[src/rtl/spi_host.sv]
// Bit-serial SPI host for the register-file slave: serialises a wr/rd/addr/wdata frame and returns the read word.
// Optional macro SPI_HOST_ADDR_CHECK_EN rejects out-of-range addresses with a one-cycle err pulse.
module spi_host #(
  parameter int REGISTERS = 8,
  parameter int SWORD     = 8,
  parameter int ADDR_W    = $clog2(REGISTERS),
  parameter int GAP_CYC   = 2
) (
  input  logic              CLK,
  input  logic              RST,
  input  logic              start,
  input  logic              wr,
  input  logic              rd,
  input  logic [ADDR_W-1:0] addr,
  input  logic [SWORD-1:0]  wdata,
  output logic              busy,
  output logic              done,
  output logic [SWORD-1:0]  rdata,
  output logic              err,
  output logic              CEB,
  output logic              DATA,
  input  logic              DOUT
);

  localparam int TXW = 2 + ADDR_W + SWORD;
  localparam int CW  = $clog2(SWORD + GAP_CYC + ADDR_W + 2) + 1;

  typedef enum logic [2:0] {IDLE, CMD, ADDR, WDAT, RDAT, GAP} state_t;

  state_t          state;
  logic [CW-1:0]   cnt;
  logic [TXW-1:0]  tx_shift;
  logic [SWORD-1:0] rx_shift;
  logic            rd_q;
  logic            addr_bad;

`ifdef SPI_HOST_ADDR_CHECK_EN
  localparam logic [ADDR_W:0] ADDR_LIM = (ADDR_W+1)'(REGISTERS);
  assign addr_bad = ({1'b0, addr} >= ADDR_LIM);
`else
  assign addr_bad = 1'b0;
  assign err      = 1'b0;
`endif

  // Rising-edge sequencer; the last GAP cycle also accepts a new request so frames can run back to back.
  always_ff @(posedge CLK or posedge RST) begin
    if (RST) begin
      state    <= IDLE;
      cnt      <= '0;
      tx_shift <= '0;
      rd_q     <= 1'b0;
      busy     <= 1'b0;
      done     <= 1'b0;
      rdata    <= '0;
`ifdef SPI_HOST_ADDR_CHECK_EN
      err      <= 1'b0;
`endif
    end else begin
      done <= 1'b0;
`ifdef SPI_HOST_ADDR_CHECK_EN
      err  <= 1'b0;
`endif
      case (state)
        IDLE, GAP: begin
          if (state == GAP && cnt != '0) begin
            cnt <= cnt - CW'(1);
          end else if (start && !addr_bad) begin
            state    <= CMD;
            cnt      <= CW'(1);
            tx_shift <= {wr, rd, addr, {SWORD{wr}} & wdata};
            rd_q     <= rd;
            busy     <= 1'b1;
          end else begin
            state <= IDLE;
            cnt   <= '0;
            busy  <= 1'b0;
`ifdef SPI_HOST_ADDR_CHECK_EN
            if (start) err <= 1'b1;
`endif
          end
        end
        CMD: begin
          tx_shift <= tx_shift << 1;
          if (cnt == '0) begin
            state <= ADDR;
            cnt   <= CW'(ADDR_W - 1);
          end else begin
            cnt <= cnt - CW'(1);
          end
        end
        ADDR: begin
          tx_shift <= tx_shift << 1;
          if (cnt == '0) begin
            state <= WDAT;
            cnt   <= CW'(SWORD - 1);
          end else begin
            cnt <= cnt - CW'(1);
          end
        end
        WDAT: begin
          tx_shift <= tx_shift << 1;
          if (cnt == '0) begin
            // One turnaround cycle precedes the SWORD capture cycles.
            state <= RDAT;
            cnt   <= CW'(SWORD);
          end else begin
            cnt <= cnt - CW'(1);
          end
        end
        RDAT: begin
          if (cnt == '0) begin
            state <= GAP;
            cnt   <= CW'(GAP_CYC - 1);
            done  <= 1'b1;
            if (rd_q) rdata <= rx_shift;
          end else begin
            cnt <= cnt - CW'(1);
          end
        end
        default: state <= IDLE;
      endcase
    end
  end

  // Falling-edge pins give the slave half a cycle of setup and hold around its rising-edge sampling.
  always_ff @(negedge CLK or posedge RST) begin
    if (RST) begin
      CEB      <= 1'b1;
      DATA     <= 1'b0;
      rx_shift <= '0;
    end else begin
      CEB  <= 1'b1;
      DATA <= 1'b0;
      case (state)
        CMD, ADDR, WDAT: begin
          CEB  <= 1'b0;
          DATA <= tx_shift[TXW-1];
        end
        RDAT: begin
          CEB <= (cnt == '0);
          if (cnt != CW'(SWORD)) rx_shift <= {rx_shift[SWORD-2:0], DOUT};
        end
        default: ;
      endcase
    end
  end

endmodule

[config.mk]
export PLATFORM = sky130hd
export DESIGN_NAME = spi_host
export DESIGN_NICKNAME = d
export VERILOG_FILES = /design/src/rtl/spi_host.sv
export SDC_FILE = /design/constraint.sdc
export NUM_CORES = 1
export LEC_CHECK = 0
export CAP_MARGIN = 40
export CORE_MARGIN = 2
export CORE_UTILIZATION = 35
export DETAILED_ROUTE_END_ITERATION = 16
export GPL_TIMING_DRIVEN = 0
export PLACE_DENSITY = 0.64
export SLEW_MARGIN = 30
export SYNTH_ARGS = -nofsm -noshare
export SYNTH_HDL_FRONTEND = slang
export SYNTH_SLANG_ARGS = --single-unit
[constraint.sdc]
create_clock -name CLK -period 3.4 [get_ports CLK]
set_input_delay 0.68 -clock CLK [delete_from_list [all_inputs] [get_ports CLK]]
set_output_delay 0.68 -clock CLK [all_outputs]
set_load 0.005 [all_outputs]
==> Implementation_results.wiki <==
{| class="wikitable"
! Metric !! Value
|-
| Outcome || finished clean
|-
| CP Capture Type || register
|-
| CP startpoint kind || register
|-
| Post-route ant nets || 0
|-
| Clock Skews || 0.0540 ns
|-
| # port buffers || 28
|-
| Antenna violations before repair || 0
|-
| Post-CTS clock slew at the launch and capture registers of the worst setup and hold paths || 0.08 ns
|-
| Largest fanout on the critical path || 4
|-
| Number of failing setup endpoints in the final timing report || 0
|-
| CTS max path bufs || 2
|-
| Clock latency of the later-clocked register in the worst-skew pair || 0.34 ns
|-
| Leading cell types by total area after synthesis || dfrtp_1, dfrtn_1, mux2_2, a22o_1, a21o_1
|-
| First-pass GRT wire length || 6980 um
|-
| Post-synthesis share of cell area spent on xor and xnor gates || 0.00428
|-
| DP Area || 0.00245 mm^2
|-
| Synth Instances || 178
|-
| Primary FF master, synth || dfrtp_1
|-
| Met1 track utilization from global routing || 0.192
|-
| Post-synthesis share of cell area spent on and, or, nand and nor gates || 0.139
|-
| Fraction of met2 tracks used by global routing || 0.209
|-
| Proportion of synthesized area in mux cells || 0.119
|-
| Average wire per cell in the routed design || 13.7 um
|-
| H-tree levels || 2
|-
| Avg Vias per Cell || 5.14
|-
| Type of the worst setup path || register to register
|-
| Max transition margin || 0.593
|-
| Area of the die || 0.00647 mm^2
|-
| Final hold viol count || 0
|-
| # diodes || 0
|-
| Number of buffers created by CTS || 5
|-
| Max Cap Viol || 0
|-
| Ys Warns || 0
|-
| Distinct cell type count after synthesis || 49
|-
| Synthesized-area fraction occupied by ao, oa, aoi and oai cells || 0.173
|-
| EDFF count, synth || 0
|-
| Die height || 80.5 um
|-
| Detailed placer's ending HPWL || 2760 um
|-
| Final design utilization || 0.463
|-
| Vias in the first global route || 1,493
|-
| Pwr dens || 765 mW/mm^2
|-
| Cell at the root of the clock tree || clkbuf_8
|-
| Async set-reset flop share out of synthesis || 1.00
|-
| VDD IR max || 0.246 mV
|-
| Global-route track usage on met3 || 0.0382
|-
| Filler-free cell count of the finished design || 291
|-
| #FFs+latches synth || 42
|-
| Sequential cell area fraction in the yosys report || 0.514
|-
| Count of vias placed by the detailed router || 1,495
|-
| Transition at the pin with the smallest max-transition slack || 0.610 ns
|-
| Setup slack, reg-to-reg || 0.06 ns
|-
| Data required, critical path || 1.85 ns
|-
| Number of search-and-repair iterations in the first detailed-routing pass || 4
|-
| Number of nets in the finished design || 237
|-
| Cell area after layout || 0.00258 mm^2
|-
| Pin count of the biggest net entering global routing || 25
|-
| CTS tree || done
|-
| Total standard cell area after synthesis || 0.00205 mm^2
|-
| Initial Utilization || 0.367
|-
| Number of placement rows || 27
|-
| Clock Sink Count || 42
|-
| Syn_area_per_cell || 11.5 um^2
|-
| GR peak layer || met2
|-
| Class of the worst hold path || register to register
|-
| GRT Util Overall || 0.139
|-
| Total wirelength of the detailed-routed design || 3980 um
|-
| Routability congestion estimate || 0.793
|-
| Crit path DAT || 1.79 ns
|-
| Boundary Pins || 30
|-
| Fraction of synthesized cell area taken by the top area cell type || 0.391
|-
| Max Transition Viols Final || 0
|-
| Share of layout cells above drive strength 1 || 0.228
|-
| DRC violation total after the first TritonRoute iteration || 61
|-
| Width of the die || 80.5 um
|-
| Static power due to leakage || 1.20 nW
|-
| Leading area contributor after synthesis || dfrtp_1
|-
| Layout area overhead || 26.2%
|-
| Combinational family with the most area after synthesis || compound AO/OA/AOI/OAI gates
|-
| Number of design rule violations left after detail routing || 0
|-
| Adder-cell share of the synthesized area || 0.0122
|-
| Gr ovfl total || 0
|-
| Placeable core area || 0.00557 mm^2
|-
| Number of nets in the synthesized netlist || 197
|-
| Placed instance count || 279
|}
-- cell usage in the layout, fill, tap and decap left out, types with 6 or more instances in the layout --
master / n
a21o_1: 8
a21oi_1: 9
a22o_1: 7
clkdlybuf4s50_1: 26
dfrtn_1: 9
dfrtp_1: 32
mux2_2: 16
nand2_1: 6
nor2_1: 11
o21ai_0: 11
-- power by group --
group | internal, mW | switching [mW]
sequential | 0.642 | 0.100
clock | 0.144 | 0.170
combinational | 0.437 | 0.482
-- layout make-up --
| class | instances | area (um^2) |
|---|---|---|
| inverters | 5 | 18.8 |
| flip-flops and latches | 42 | 1050 |
| repair buffers | 33 | 335 |
| clock buffers | 6 | 72.6 |
| plain buffers | 10 | 52.6 |
| clock inverters | 3 | 13.8 |
| well taps | 72 | 90.1 |
| multi-input cells | 120 | 947 |
| fillers | 549 | 2990 |
-- kinds of logic after synthesis --
group	count (synthesis)
flops	42
buf+inv	16
xor+xnor	1
fa+ha+maj	2
mux	22
other cells	1
compound gates	48
simple gates	46
-- registers in the layout (all words and copies together) (netlist names), 3 cells and up --
signal / cells
cnt: 5
state: 3
tx_shift: 13
rdata: 8
rx_shift: 8
-- cells in the mapped netlist (3+ instances only) --
| master | count |
|---|---|
| clkbuf_1 | 4 |
| buf_2 | 3 |
| dfrtp_1 | 32 |
| o21ai_0 | 11 |
| a21oi_1 | 9 |
| a21o_1 | 8 |
| dfrtn_1 | 9 |
| nor2b_1 | 5 |
| nor3_1 | 5 |
| nand2_1 | 6 |
| nor2_1 | 12 |
| inv_1 | 6 |
| mux2_2 | 18 |
| a22o_1 | 7 |
| mux2i_1 | 4 |
-- per-stage QoR --
| stage | hold WS, ns | power, mW | setup WS (ns) | TNS (ns) |
|---|---|---|---|---|
| after global routing | 0.480 | 2.15 | -0.0112 | -0.0160 |
| after CTS | 0.462 | 1.96 | 0.00696 | 0 |
| after global placement | 0.459 | 1.62 | -0.770 | -8.01 |
| final | 0.453 | 1.97 | 0.0558 | 0 |
| after floorplan | 0.437 | 1.42 | 0.0828 | 0 |
| after detailed placement | 0.462 | 1.64 | -0.0960 | -0.715 |
-- layer usage --
layer	share of wire	vias to the layer above
li1	-	716
met1	0.48	730
met2	0.45	42
met3	0.056	7
met4	0.016	0
met5	0	-
-- critical path: stages, from the launching register on --
cell     delay, ns
dfrtp_1       0.36
inv_1         0.08
ha_2          0.20
nor2b_2       0.17
a31oi_4       0.19
buf_4         0.16
mux2_2        0.32
-- final timing paths --
check	from	endpoint	depth (start not counted)
max in group asynchronous	RST	CEB$_DFF_NP1_	3
max	cnt[0]$_DFFE_PP0P_	rx_shift[1]$_DFFE_NP0P_	6
min in group asynchronous	RST	tx_shift[3]$_DFFE_PP0P_	2
min	rx_shift[7]$_DFFE_NP0P_	rx_shift[7]$_DFFE_NP0P_	1
max reg2reg	cnt[0]$_DFFE_PP0P_	rx_shift[1]$_DFFE_NP0P_	6
min reg2reg	rx_shift[7]$_DFFE_NP0P_	rx_shift[7]$_DFFE_NP0P_	1
-- timing repair --
| action | in CTS | in global routing |
|---|---|---|
| setup endpoints to repair | 10 | 8 |
| setup buffers | 1 | 3 |
| hold buffers | 0 | 0 |
| pin swaps | 1 | 1 |
| resized for setup | 6 | 6 |
(Power assumes the default switching activity.)
